`src/rtl/beta_trap_sequencer_if.sv`:
```
// beta_trap_sequencer_if
// Bundle between the trap sequencer, the datapath/CSR file and fetch redirect.
// The sequencer is the "master": it raises flush/commit/redirect requests and
// owns the trap CSR values; the pipeline side is the "slave".
interface beta_trap_sequencer_if #(
   parameter int DataWidth   = 32,
   parameter int NumLocalIrq = 16
);
   // Trap sources and architectural context from the datapath / CSR file
   logic                   priv_lvl_i;
   logic [DataWidth-1:0]   fault_pc_i;
   logic [DataWidth-1:0]   next_pc_i;
   logic [DataWidth-1:0]   fault_instr_i;
   logic [DataWidth-1:0]   fault_addr_i;
   logic [1:0]             instr_exc_i;
   logic [1:0]             lsu_exc_i;
   logic                   ecall_i;
   logic                   mret_i;
   logic                   mstatus_mie_i;
   logic                   mstatus_mpie_i;
   logic [DataWidth-1:0]   mie_i;
   logic [DataWidth-1:0]   mtvec_i;
   logic [DataWidth-1:0]   mepc_i;
   logic                   sw_irq_i;
   logic                   tim_irq_i;
   logic                   ext_irq_i;
   logic [NumLocalIrq-1:0] local_irq_i;
   // Pipeline handshake acknowledgements
   logic                   flush_ack_i;
   logic                   redirect_ack_i;
   // Sequencer outputs
   logic [DataWidth-1:0]   mip_o;
   logic                   flush_req_o;
   logic                   csr_we_o;
   logic [DataWidth-1:0]   mcause_o;
   logic [DataWidth-1:0]   mepc_o;
   logic [DataWidth-1:0]   mtval_o;
   logic [2:0]             trap_state_o;
   logic                   trap_valid_o;
   logic [DataWidth-1:0]   trap_address_o;
   logic                   busy_o;

   modport master (
      input  priv_lvl_i, fault_pc_i, next_pc_i, fault_instr_i, fault_addr_i,
             instr_exc_i, lsu_exc_i, ecall_i, mret_i, mstatus_mie_i,
             mstatus_mpie_i, mie_i, mtvec_i, mepc_i, sw_irq_i, tim_irq_i,
             ext_irq_i, local_irq_i, flush_ack_i, redirect_ack_i,
      output mip_o, flush_req_o, csr_we_o, mcause_o, mepc_o, mtval_o,
             trap_state_o, trap_valid_o, trap_address_o, busy_o
   );

   modport slave (
      output priv_lvl_i, fault_pc_i, next_pc_i, fault_instr_i, fault_addr_i,
             instr_exc_i, lsu_exc_i, ecall_i, mret_i, mstatus_mie_i,
             mstatus_mpie_i, mie_i, mtvec_i, mepc_i, sw_irq_i, tim_irq_i,
             ext_irq_i, local_irq_i, flush_ack_i, redirect_ack_i,
      input  mip_o, flush_req_o, csr_we_o, mcause_o, mepc_o, mtval_o,
             trap_state_o, trap_valid_o, trap_address_o, busy_o
   );
endinterface

```
`src/rtl/beta_trap_sequencer.sv`:
```
// beta_trap_sequencer
// Sequential trap controller: arbitrates exceptions, MRET and interrupts,
// captures mcause/mepc/mtval on the take edge and then walks the pipeline
// through flush -> CSR update -> redirect. One trap in flight at a time.
// Optional feature macro: BETA_TCU_NMI_EN adds the nmi_i port and a sticky,
// edge-triggered non-maskable interrupt that outranks everything else.
module beta_trap_sequencer #(
   parameter int                   DataWidth   = 32,
   parameter int                   NumLocalIrq = 16,
   parameter logic [DataWidth-1:0] NmiVector   = '0
) (
   input  logic                  clk_i,
   input  logic                  rstn_i,
`ifdef BETA_TCU_NMI_EN
   input  logic                  nmi_i,
`endif
   beta_trap_sequencer_if.master bus
);
   // Cause codes never exceed DataWidth-1, so this many bits hold any code
   localparam int CodeW = $clog2(DataWidth);

   typedef enum logic [1:0] {ST_IDLE, ST_FLUSH, ST_UPDATE, ST_REDIRECT} state_e;

   state_e               state_q, state_d;
   logic [DataWidth-1:0] mip_q, mip_d;
   logic [DataWidth-1:0] mcause_q, mcause_d;
   logic [DataWidth-1:0] mepc_q, mepc_d;
   logic [DataWidth-1:0] mtval_q, mtval_d;
   logic [DataWidth-1:0] target_q, target_d;
   logic [2:0]           tstate_q, tstate_d;

   logic [DataWidth-1:0] base;
   logic [DataWidth-1:0] irq_pend;
   logic                 irq_take;
   logic [CodeW-1:0]     irq_code;
   logic                 exc_valid;
   logic [CodeW-1:0]     exc_code;
   logic [DataWidth-1:0] exc_tval;
   logic                 nmi_req;
   logic                 nmi_take;
   logic                 unused_bits;

   assign base        = {bus.mtvec_i[DataWidth-1:2], 2'b00};
   assign unused_bits = &{1'b0, bus.mtvec_i[1]};

   // Map level interrupt inputs onto their mip bit positions; all others read 0
   for (genvar gi = 0; gi < DataWidth; gi++) begin : g_mip
      if (gi == 3) begin : g_sw
         assign mip_d[gi] = bus.sw_irq_i;
      end else if (gi == 7) begin : g_tim
         assign mip_d[gi] = bus.tim_irq_i;
      end else if (gi == 11) begin : g_ext
         assign mip_d[gi] = bus.ext_irq_i;
      end else if (gi >= 16 && gi < 16 + NumLocalIrq) begin : g_loc
         assign mip_d[gi] = bus.local_irq_i[gi-16];
      end else begin : g_zero
         assign mip_d[gi] = 1'b0;
      end
   end

`ifdef BETA_TCU_NMI_EN
   logic nmi_prev_q;
   logic nmi_pend_q;
   logic nmi_rise;

   assign nmi_rise = nmi_i & ~nmi_prev_q;
   // A fresh edge in the take cycle counts, so NMI beats a same-cycle exception
   assign nmi_req  = nmi_pend_q | nmi_rise;

   // Sticky NMI flag: set on a rising edge (also while busy), cleared when taken
   always_ff @(posedge clk_i) begin
      if (!rstn_i) begin
         nmi_prev_q <= 1'b0;
         nmi_pend_q <= 1'b0;
      end else begin
         nmi_prev_q <= nmi_i;
         if (nmi_take)
            nmi_pend_q <= 1'b0;
         else if (nmi_rise)
            nmi_pend_q <= 1'b1;
      end
   end
`else
   assign nmi_req = 1'b0;
`endif

   assign nmi_take = (state_q == ST_IDLE) & nmi_req;

   // Interrupt arbitration on the registered pending bits: ext > tim > sw > local[0..N-1]
   always_comb begin
      irq_pend = mip_q & bus.mie_i;
      irq_code = '0;
      for (int i = NumLocalIrq - 1; i >= 0; i--) begin
         if (irq_pend[16+i]) irq_code = CodeW'(16 + i);
      end
      if (irq_pend[3])  irq_code = CodeW'(3);
      if (irq_pend[7])  irq_code = CodeW'(7);
      if (irq_pend[11]) irq_code = CodeW'(11);
      irq_take = bus.mstatus_mie_i & (|irq_pend);
   end

   // Synchronous exception priority and the matching mtval source
   always_comb begin
      exc_valid = 1'b1;
      exc_code  = '0;
      exc_tval  = '0;
      if (bus.instr_exc_i[1]) begin
         exc_code = CodeW'(2);
         exc_tval = bus.fault_instr_i;
      end else if (bus.instr_exc_i[0]) begin
         exc_code = CodeW'(0);
         exc_tval = bus.fault_instr_i;
      end else if (bus.lsu_exc_i[0]) begin
         exc_code = CodeW'(4);
         exc_tval = bus.fault_addr_i;
      end else if (bus.lsu_exc_i[1]) begin
         exc_code = CodeW'(6);
         exc_tval = bus.fault_addr_i;
      end else if (bus.ecall_i) begin
         exc_code = bus.priv_lvl_i ? CodeW'(11) : CodeW'(8);
      end else begin
         exc_valid = 1'b0;
      end
   end

   // Next-state logic and take-edge capture of the trap context
   always_comb begin
      state_d  = state_q;
      mcause_d = mcause_q;
      mepc_d   = mepc_q;
      mtval_d  = mtval_q;
      target_d = target_q;
      tstate_d = tstate_q;
      unique case (state_q)
         ST_IDLE: begin
            state_d = ST_FLUSH;
            if (nmi_take) begin
               mcause_d = {1'b1, {(DataWidth-1){1'b0}}};
               mepc_d   = bus.next_pc_i;
               mtval_d  = '0;
               tstate_d = {1'b0, bus.mstatus_mie_i, bus.priv_lvl_i};
               target_d = NmiVector;
            end else if (exc_valid) begin
               mcause_d = DataWidth'(exc_code);
               mepc_d   = bus.fault_pc_i;
               mtval_d  = exc_tval;
               tstate_d = {1'b0, bus.mstatus_mie_i, bus.priv_lvl_i};
               target_d = base;
            end else if (bus.mret_i) begin
               tstate_d = {bus.mstatus_mpie_i, 1'b1, 1'b0};
               target_d = bus.mepc_i;
            end else if (irq_take) begin
               mcause_d = {1'b1, (DataWidth-1)'(irq_code)};
               mepc_d   = bus.next_pc_i;
               mtval_d  = '0;
               tstate_d = {1'b0, bus.mstatus_mie_i, bus.priv_lvl_i};
               target_d = bus.mtvec_i[0] ? base + DataWidth'({irq_code, 2'b00}) : base;
            end else begin
               state_d = ST_IDLE;
            end
         end
         ST_FLUSH:    if (bus.flush_ack_i) state_d = ST_UPDATE;
         ST_UPDATE:   state_d = ST_REDIRECT;
         ST_REDIRECT: if (bus.redirect_ack_i) state_d = ST_IDLE;
         default:     state_d = ST_IDLE;
      endcase
   end

   // FSM state register
   always_ff @(posedge clk_i) begin
      if (!rstn_i) state_q <= ST_IDLE;
      else         state_q <= state_d;
   end

   // Pending-bit snapshot and captured trap context
   always_ff @(posedge clk_i) begin
      if (!rstn_i) begin
         mip_q    <= '0;
         mcause_q <= '0;
         mepc_q   <= '0;
         mtval_q  <= '0;
         target_q <= '0;
         tstate_q <= '0;
      end else begin
         mip_q    <= mip_d;
         mcause_q <= mcause_d;
         mepc_q   <= mepc_d;
         mtval_q  <= mtval_d;
         target_q <= target_d;
         tstate_q <= tstate_d;
      end
   end

   // Handshake strobes are masked by reset so an abort never commits CSRs
   assign bus.flush_req_o    = (state_q == ST_FLUSH) & rstn_i;
   assign bus.csr_we_o       = (state_q == ST_UPDATE) & rstn_i;
   assign bus.trap_valid_o   = (state_q == ST_REDIRECT) & rstn_i;
   assign bus.busy_o         = (state_q != ST_IDLE);
   assign bus.mip_o          = mip_q;
   assign bus.mcause_o       = mcause_q;
   assign bus.mepc_o         = mepc_q;
   assign bus.mtval_o        = mtval_q;
   assign bus.trap_state_o   = tstate_q;
   assign bus.trap_address_o = target_q;
endmodule

```
`src/flat_wrapper.sv`:
```
// flat-port wrapper written by rule: the top's interface ports become plain ports
module beta_trap_sequencer_flat 
#(
   parameter int                   DataWidth   = 32,
   parameter int                   NumLocalIrq = 16,
   parameter logic [DataWidth-1:0] NmiVector   = '0
)
  (clk_i, rstn_i, bus_priv_lvl_i, bus_fault_pc_i, bus_next_pc_i, bus_fault_instr_i, bus_fault_addr_i, bus_instr_exc_i, bus_lsu_exc_i, bus_ecall_i, bus_mret_i, bus_mstatus_mie_i, bus_mstatus_mpie_i, bus_mie_i, bus_mtvec_i, bus_mepc_i, bus_sw_irq_i, bus_tim_irq_i, bus_ext_irq_i, bus_local_irq_i, bus_flush_ack_i, bus_redirect_ack_i, bus_mip_o, bus_flush_req_o, bus_csr_we_o, bus_mcause_o, bus_mepc_o, bus_mtval_o, bus_trap_state_o, bus_trap_valid_o, bus_trap_address_o, bus_busy_o);
  beta_trap_sequencer_if #(.DataWidth(DataWidth), .NumLocalIrq(NumLocalIrq)) bus_i ();
  input  logic clk_i;
  input  logic rstn_i;
  input wire logic [$bits(bus_i.priv_lvl_i)-1:0] bus_priv_lvl_i;
  input wire logic [$bits(bus_i.fault_pc_i)-1:0] bus_fault_pc_i;
  input wire logic [$bits(bus_i.next_pc_i)-1:0] bus_next_pc_i;
  input wire logic [$bits(bus_i.fault_instr_i)-1:0] bus_fault_instr_i;
  input wire logic [$bits(bus_i.fault_addr_i)-1:0] bus_fault_addr_i;
  input wire logic [$bits(bus_i.instr_exc_i)-1:0] bus_instr_exc_i;
  input wire logic [$bits(bus_i.lsu_exc_i)-1:0] bus_lsu_exc_i;
  input wire logic [$bits(bus_i.ecall_i)-1:0] bus_ecall_i;
  input wire logic [$bits(bus_i.mret_i)-1:0] bus_mret_i;
  input wire logic [$bits(bus_i.mstatus_mie_i)-1:0] bus_mstatus_mie_i;
  input wire logic [$bits(bus_i.mstatus_mpie_i)-1:0] bus_mstatus_mpie_i;
  input wire logic [$bits(bus_i.mie_i)-1:0] bus_mie_i;
  input wire logic [$bits(bus_i.mtvec_i)-1:0] bus_mtvec_i;
  input wire logic [$bits(bus_i.mepc_i)-1:0] bus_mepc_i;
  input wire logic [$bits(bus_i.sw_irq_i)-1:0] bus_sw_irq_i;
  input wire logic [$bits(bus_i.tim_irq_i)-1:0] bus_tim_irq_i;
  input wire logic [$bits(bus_i.ext_irq_i)-1:0] bus_ext_irq_i;
  input wire logic [$bits(bus_i.local_irq_i)-1:0] bus_local_irq_i;
  input wire logic [$bits(bus_i.flush_ack_i)-1:0] bus_flush_ack_i;
  input wire logic [$bits(bus_i.redirect_ack_i)-1:0] bus_redirect_ack_i;
  output wire logic [$bits(bus_i.mip_o)-1:0] bus_mip_o;
  output wire logic [$bits(bus_i.flush_req_o)-1:0] bus_flush_req_o;
  output wire logic [$bits(bus_i.csr_we_o)-1:0] bus_csr_we_o;
  output wire logic [$bits(bus_i.mcause_o)-1:0] bus_mcause_o;
  output wire logic [$bits(bus_i.mepc_o)-1:0] bus_mepc_o;
  output wire logic [$bits(bus_i.mtval_o)-1:0] bus_mtval_o;
  output wire logic [$bits(bus_i.trap_state_o)-1:0] bus_trap_state_o;
  output wire logic [$bits(bus_i.trap_valid_o)-1:0] bus_trap_valid_o;
  output wire logic [$bits(bus_i.trap_address_o)-1:0] bus_trap_address_o;
  output wire logic [$bits(bus_i.busy_o)-1:0] bus_busy_o;
  assign bus_i.priv_lvl_i = bus_priv_lvl_i;
  assign bus_i.fault_pc_i = bus_fault_pc_i;
  assign bus_i.next_pc_i = bus_next_pc_i;
  assign bus_i.fault_instr_i = bus_fault_instr_i;
  assign bus_i.fault_addr_i = bus_fault_addr_i;
  assign bus_i.instr_exc_i = bus_instr_exc_i;
  assign bus_i.lsu_exc_i = bus_lsu_exc_i;
  assign bus_i.ecall_i = bus_ecall_i;
  assign bus_i.mret_i = bus_mret_i;
  assign bus_i.mstatus_mie_i = bus_mstatus_mie_i;
  assign bus_i.mstatus_mpie_i = bus_mstatus_mpie_i;
  assign bus_i.mie_i = bus_mie_i;
  assign bus_i.mtvec_i = bus_mtvec_i;
  assign bus_i.mepc_i = bus_mepc_i;
  assign bus_i.sw_irq_i = bus_sw_irq_i;
  assign bus_i.tim_irq_i = bus_tim_irq_i;
  assign bus_i.ext_irq_i = bus_ext_irq_i;
  assign bus_i.local_irq_i = bus_local_irq_i;
  assign bus_i.flush_ack_i = bus_flush_ack_i;
  assign bus_i.redirect_ack_i = bus_redirect_ack_i;
  assign bus_mip_o = bus_i.mip_o;
  assign bus_flush_req_o = bus_i.flush_req_o;
  assign bus_csr_we_o = bus_i.csr_we_o;
  assign bus_mcause_o = bus_i.mcause_o;
  assign bus_mepc_o = bus_i.mepc_o;
  assign bus_mtval_o = bus_i.mtval_o;
  assign bus_trap_state_o = bus_i.trap_state_o;
  assign bus_trap_valid_o = bus_i.trap_valid_o;
  assign bus_trap_address_o = bus_i.trap_address_o;
  assign bus_busy_o = bus_i.busy_o;
  beta_trap_sequencer #(.DataWidth(DataWidth), .NumLocalIrq(NumLocalIrq), .NmiVector(NmiVector)) u_core (.clk_i(clk_i), .rstn_i(rstn_i), .bus(bus_i));
endmodule
```
`config.mk`:
```
export PLATFORM = sky130hd
export DESIGN_NAME = beta_trap_sequencer_flat
export DESIGN_NICKNAME = d
export VERILOG_FILES = /design/src/rtl/beta_trap_sequencer_if.sv /design/src/rtl/beta_trap_sequencer.sv /design/src/flat_wrapper.sv
export SDC_FILE = /design/constraint.sdc
export NUM_CORES = 1
export LEC_CHECK = 0
export ABC_AREA = 1
export CAP_MARGIN = 10
export CORE_AREA = 2 2 166 168
export DETAILED_ROUTE_END_ITERATION = 16
export DIE_AREA = 0 0 168 170
export PLACE_DENSITY_LB_ADDON = 0.3
export SLEW_MARGIN = 25
export SYNTH_ARGS = -nofsm -noshare
export SYNTH_HDL_FRONTEND = slang
export SYNTH_SLANG_ARGS = --single-unit
```
`constraint.sdc`:
```
create_clock -name clk_i -period 3.7 [get_ports clk_i]
set_clock_uncertainty 0.15 [all_clocks]
set_input_delay 0.555 -clock clk_i [delete_from_list [all_inputs] [get_ports clk_i]]
set_output_delay 0.555 -clock clk_i [all_outputs]
set_load 0.01 [all_outputs]
```
== Word-level counts from Yosys, hierarchy flattened ==
Cells that the tools add are included.

* Output and inout port bits: 167
* Bits of input ports: 256
* Flip-flop bits (word level): 165
* Word-level logic and storage cells: 84

* Equal/unequal tests: 6
* Bitwise operators: 5
* $add $sub $neg: 1
* Muxes and demuxes: 56
* Reduce and logical (&&, ||, !) cells: 8

{| class="wikitable"
|+ Operator list
! operator !! count
|-
| 32-bit two-way mux || 17
|-
| 5-bit two-way mux || 24
|-
| 32-bit by 7-bit adder with 32-bit output || 1
|-
| 32-bit AND || 1
|-
| 32-bit OR reduction || 1
|-
| 2-bit two-way mux || 5
|-
| 3-bit two-way mux || 3
|-
| 2-bit case mux with 4 select lines || 1
|-
| 1-bit two-way mux || 6
|-
| 1-bit AND || 4
|-
| 2-bit == test (second input constant) || 2
|-
| 2-bit != test (second input constant) || 2
|-
| 2-bit AND reduction || 2
|-
| 2-bit nonzero test || 2
|-
| 3-bit AND reduction || 1
|-
| 3-bit nonzero test || 1
|-
| 2-bit by 1-bit == test with 1-bit output (second input constant) || 1
|-
| 2-bit logical NOT || 1
|-
| 2-bit by 1-bit != test with 1-bit output (second input constant) || 1
|}

== Depth between registers and ports, before layout ==
* Depth in word-level cells: 25
* Depth in mapped cells: 34

== Worst setup path after synthesis ==
No wires, ideal clock.

* Path type: input port to flip-flop
* From: input port bus_mie_i[31]
* To: register u_core.target_q[26], in the netlist u_core.bus.trap_address_o[26]
* Buffers on the path: 0
* Stages: 34
* Path slack: 230 ps
* Library setup time: 119 ps
* Data required time: 3431 ps
* Arrival: 3200 ps
* Cells stage by stage: nand2_1 -> inv_1 -> nand2_1 -> nand2_1 -> nand2_1 -> nand2_1 -> nand2_1 -> nand2_1 -> nand2_1 -> nand2_1 -> nand2_1 -> nand2_1 -> nand2_1 -> nand2_1 -> nand2_1 -> nand2_1 -> nand2_1 -> nand2_1 -> ha_1 -> inv_1 -> fa_1 -> nand3b_1 -> nand2_1 -> nand2_1 -> nand2_2 -> nand3_2 -> nor3_4 -> nand2_2 -> nor2_2 -> nand2_1 -> a21oi_1 -> o21ai_1 -> nand2_1 -> a21oi_1

* Longest elaborated chain between the ends: 25
* Elaborated cells on any way between the ends: 29
* Those cells by class: add/sub (1); mux (23); bitwise (2); reduce/logical (3)

{| class="wikitable"
|+ Ends and longest elaborated chain
! element !! RTL line !! RTL
|-
| from (decl) || flat_wrapper.sv:23 || <nowiki>input wire logic [$bits(bus_i.mie_i)-1:0] bus_mie_i;</nowiki>
|-
| 32-bit AND * || beta_trap_sequencer.sv:91 || <nowiki>irq_pend = mip_q & bus.mie_i;</nowiki>
|-
| 5-bit two-way mux (16 in series) || beta_trap_sequencer.sv:94 || <nowiki>if (irq_pend[16+i]) irq_code = CodeW'(16 + i);</nowiki>
|-
| 5-bit two-way mux || beta_trap_sequencer.sv:96 || <nowiki>if (irq_pend[3]) irq_code = CodeW'(3);</nowiki>
|-
| 5-bit two-way mux || beta_trap_sequencer.sv:97 || <nowiki>if (irq_pend[7]) irq_code = CodeW'(7);</nowiki>
|-
| 5-bit two-way mux || beta_trap_sequencer.sv:98 || <nowiki>if (irq_pend[11]) irq_code = CodeW'(11);</nowiki>
|-
| 32-bit by 7-bit adder with 32-bit output || beta_trap_sequencer.sv:157 || <nowiki>target_d = bus.mtvec_i[0] ? base + DataWidth'({irq_code, 2'b00}) : base;</nowiki>
|-
| 32-bit two-way mux || beta_trap_sequencer.sv:157 ||
|-
| 32-bit two-way mux || beta_trap_sequencer.sv:152 || <nowiki>end else if (irq_take) begin</nowiki>
|-
| 32-bit two-way mux || beta_trap_sequencer.sv:149 || <nowiki>end else if (bus.mret_i) begin</nowiki>
|-
| 32-bit two-way mux || beta_trap_sequencer.sv:143 || <nowiki>end else if (exc_valid) begin</nowiki>
|-
| to (signal assigned) || beta_trap_sequencer.sv:189 || <nowiki>target_q <= target_d;</nowiki>
|-
| to (decl) || beta_trap_sequencer.sv:29 || <nowiki>logic [DataWidth-1:0] target_q, target_d;</nowiki>
|}

Every way passes the cells marked *; elsewhere a longest branch is shown, timed or not. The select of a mux whose other input is x is not followed.
A chain may end at the register's enable or synchronous reset.

== Final worst setup path ==
* From: input port bus_mie_i[23]
* To: register u_core.target_q[6], in the netlist u_core.bus.trap_address_o[6]

* Longest elaborated chain between the ends: 17
* Elaborated cells on any way between the ends: 21
* Those cells by class: add/sub (1); mux (15); bitwise (2); reduce/logical (3)

{| class="wikitable"
|+ Ends and longest elaborated chain
! element !! RTL line
|-
| 32-bit AND * || beta_trap_sequencer.sv:91
|-
| 5-bit two-way mux (8 in series) || beta_trap_sequencer.sv:94
|-
| 5-bit two-way mux || beta_trap_sequencer.sv:96
|-
| 5-bit two-way mux || beta_trap_sequencer.sv:97
|-
| 5-bit two-way mux || beta_trap_sequencer.sv:98
|-
| 32-bit by 7-bit adder with 32-bit output || beta_trap_sequencer.sv:157
|-
| 32-bit two-way mux || beta_trap_sequencer.sv:157
|-
| 32-bit two-way mux || beta_trap_sequencer.sv:152
|-
| 32-bit two-way mux || beta_trap_sequencer.sv:149
|-
| 32-bit two-way mux || beta_trap_sequencer.sv:143
|}

Marked as above.

==> flow_summary_export.csv <==
group,metric,value,unit
status,status,"finished, final reports clean",
final_layout,finalNetCount,1675,
sta,setup_viol,0,
final_layout,stdcell_count,1766,
synth,synth_top_cell_by_area,"dfxtp_1",
synth,synth_enable_flop_cells,0,
sta,worst_slew_pin_slew,769.6,ps
clocking,clock_sinks,126,
drt,drc,0,
synth,postSynthCellCount,1017,
synth,ys.flop_type,"dfxtp_1",
global_routing,globalRoute.totalOverflow,0,
synth,avgSynthCellArea,6.917,µm²
drt,drtPass1Iterations,5,
synth,seq_area_frac_synth,0.3586,
global_routing,grt_usage,0.1932,
power_and_ir_drop,power.switching,2.369,mW
final_layout,drive_above_1_share,0.1076,
power_and_ir_drop,power_density,543.8,nW/µm²
clocking,insertion_delay,420,ps
clocking,cts_tree,"built",
synth,synth_warnings,0,
clocking,cts.clk_slew.worst_paths,60,ps
drt,num_vias,8292,
sta,slew_viol_final,0,
clocking,cts-buffers-inserted,17,
floorplanning,start_util,0.2639,
worst_setup_path,reg2regPathDepth,34,
worst_setup_path,path_class,"input port to flip-flop",
global_routing,grt_pass1_vias,8000,
power_and_ir_drop,report.power.total,6.491,mW
worst_hold_path,holdPathEnd,"u_core.bus.mtval_o[5]$_SDFFE_PN0P_",
power_and_ir_drop,p_int,4.123,mW
power_and_ir_drop,p_sw_frac,0.3649,
synth,synthesis.area,7034,µm²
synth,async_flop_share,0,
final_layout,fin_area,11940,µm²
clocking,cts.htree.levels,4,
floorplanning,ios,423,
place,dp.cells,1719,
global_routing,grt_max_degree,104,
worst_hold_path,worstHoldPathType,"flip-flop to flip-flop",
floorplanning,die_w,168,µm
sta,maxSlewHeadroom,0.4863,
worst_setup_path,r2r-start,"u_core.bus.mip_o[31]$_SDFF_PN0_",
clocking,clockBufferDepth,2,
synth,yosys.area.top_type_share,0.3586,
sta,fin_crit_sh,0.9775,
floorplanning,coreArea,26650,µm²
worst_setup_path,critical_path_arrival,3750,ps
place,numPortBuffers,369,
synth,synth_area_leaders,"dfxtp_1 36%, nand2_1 15%, a21oi_1 7.2%",
synth,synth_common_cells,"290 x nand2_1, 126 x dfxtp_1, 101 x a21oi_1",
worst_setup_path,critPathLaunch,"bus_mie_i[23]",
power_and_ir_drop,p_comb_frac,0.437,
synth,synth-seq-cells,126,
worst_hold_path,hold_start,"u_core.bus.mtval_o[5]$_SDFFE_PN0P_",
floorplanning,dieArea,28560,µm²
sta,rsz0062_at_grt,"true",
floorplanning,die_h,170,µm
global_routing,grt_antenna_before_repair,1,
drt,wirelength,28500,µm
run,maxCapViolCount,0,
worst_setup_path,startpoint_type,"input port",
sta,whs,310.5,ps
sta,hold_viol,0,
power_and_ir_drop,ir_drop,0.3682,mV
global_routing,grt_pass1_wl,43250,µm
sta,min_period,3617,ps
drt,drtIter0Drc,475,
floorplanning,fp-row-count,60,
drt,wl_per_cell,16.14,µm
sta,setup_tns,0,ps
clocking,cts-root-buf,"clkbuf_16",
worst_setup_path,rr_endpoint,"u_core.bus.trap_address_o[26]$_SDFFE_PN0P_",
worst_setup_path,worstSetupEndpointType,"flip-flop",
place,place_congestion,0.8359,
power_and_ir_drop,pwr-share-seq,0.312,
drt,viasPerCell,4.695,
power_and_ir_drop,p_clk_frac,0.251,
sta,fmax,0.2765,GHz
worst_setup_path,crit_required,3830,ps
power_and_ir_drop,leakage,4.998,nW
drt,drtAntennaViolNets,0,
place,hpwl,21240,µm
place,placed_area,11150,µm²
synth,synth_most_common_cell,"nand2_1",
worst_setup_path,critPathMaxFanout,4,
worst_hold_path,whs_path_depth,2,
worst_setup_path,r2r_setup_slack,220,ps
synth,synth.distinct_cells,48,
final_layout,area_growth,69.69,%
-- power groups by stage --
stage / logic [mW] / clock network (mW) / registers, mW
after floorplan: 1.08 / 0 / 2.24
after global placement: 2.80 / 0 / 2.04
after detailed placement: 2.80 / 0 / 2.05
after CTS: 2.84 / 1.68 / 2.03
after global routing: 3.09 / 1.73 / 2.08
final: 2.83 / 1.63 / 2.03
-- worst max-delay path by stage --
stage                                                      end  slack (ps)  cells past startpoint
finish               u_core.bus.trap_address_o[6]$_SDFFE_PN0P_          80                     19
global route        u_core.bus.trap_address_o[26]$_SDFFE_PN0P_        -130                     34
CTS                 u_core.bus.trap_address_o[26]$_SDFFE_PN0P_          30                     32
detailed placement  u_core.bus.trap_address_o[26]$_SDFFE_PN0P_        -590                     35
global placement    u_core.bus.trap_address_o[26]$_SDFFE_PN0P_        -530                     35
floorplan           u_core.bus.trap_address_o[26]$_SDFFE_PN0P_         230                     34
-- state kept, by name, summed over array words and instances, names as in the netlist --
name and cells:
u_core.state_q 2, u_core.bus.mcause_o 6, u_core.bus.trap_address_o 32, u_core.bus.mip_o 19, u_core.bus.mepc_o 32, u_core.bus.mtval_o 32
u_core.bus.trap_state_o 3
-- through the flow --
stage | utilization | worst slack (ps)
after CTS | 0.4439 | 30.92
after global placement | 0.4182 | -534.9
after global routing | 0.4477 | -132.6
after detailed placement | 0.4182 | -591.8
final | 0.4479 | 83.14
after floorplan | - | 230.4
-- placed cells by master (no fill, tap or decap), drive strengths merged, types with 3 or more instances in the layout --
master | synthesis | routed
buf | 60 | 65
clkbuf | 38 | 18
ha | 9 | 9
nor3 | 16 | 16
dfxtp | 126 | 126
xor2 | 14 | 14
a211oi | 3 | 3
o21ai | 97 | 97
nand2 | 296 | 296
nand4 | 9 | 9
a221oi | 7 | 7
inv | 78 | 87
nor2 | 45 | 45
o211ai | 11 | 11
conb | 1 | 39
a22o | 32 | 32
clkinv | 1 | 4
a31oi | 35 | 35
o22ai | 3 | 3
a21oi | 101 | 101
clkdlybuf4s50 | 0 | 364
nand3 | 20 | 20
diode | 0 | 3
dlygate4sd2 | 0 | 3
-- cell type report --
| cell class | count | area (µm²) |
|---|---|---|
| Antenna cell | 3 | 7.507 |
| Clock inverter | 14 | 121.4 |
| Sequential cell | 126 | 2524 |
| Fill cell | 2699 | 14710 |
| Timing Repair Buffer | 433 | 4188 |
| Inverter | 79 | 300.3 |
| Clock buffer | 18 | 439.2 |
| Multi-Input combinational cell | 752 | 3930 |
| Tap cell | 341 | 426.7 |
-- logic make-up after synthesis --
group | share of synthesized area
buffers and inverters | 0.1208
other | 0.0005331
xor gates and xnor gates | 0.01992
adders and majority gates | 0.01885
DFF | 0.3586
and+or+nand+nor | 0.2334
AOI/OAI and AO/OA | 0.2480
-- worst max-delay path, cell delays in order --
cell and delay [ps]:
clkdlybuf4s50_1 410, nand2_1 100, buf_4 120, nand2_1 40, nor2_1 140, and3_1 230
nand4_1 110, o21ai_2 230, ha_1 320, a21oi_1 280, nand2_2 110, buf_4 140
buf_4 120, buf_4 130, or2_2 270, a21oi_1 190, o21ai_0 100, o21ai_0 80
a21oi_1 80
-- repair_timing --
item	4_1_cts	5_1_grt
cloned	0	0
pin swaps	15	18
gates resized for setup	15	28
endpoints found under the hold margin	0	0
buffers inserted	12	2
hold buffers	0	0
setup endpoints to repair	7	25
-- routing by layer --
| layer | wire (µm) | global-route usage |
|---|---|---|
| met4 | 747 | 0.06843 |
| met3 | 2386 | 0.05744 |
| met1 | 11940 | 0.2343 |
| met5 | 0 | 0 |
| met2 | 13420 | 0.3255 |
Note: power is estimated with default switching activity, not from simulation.
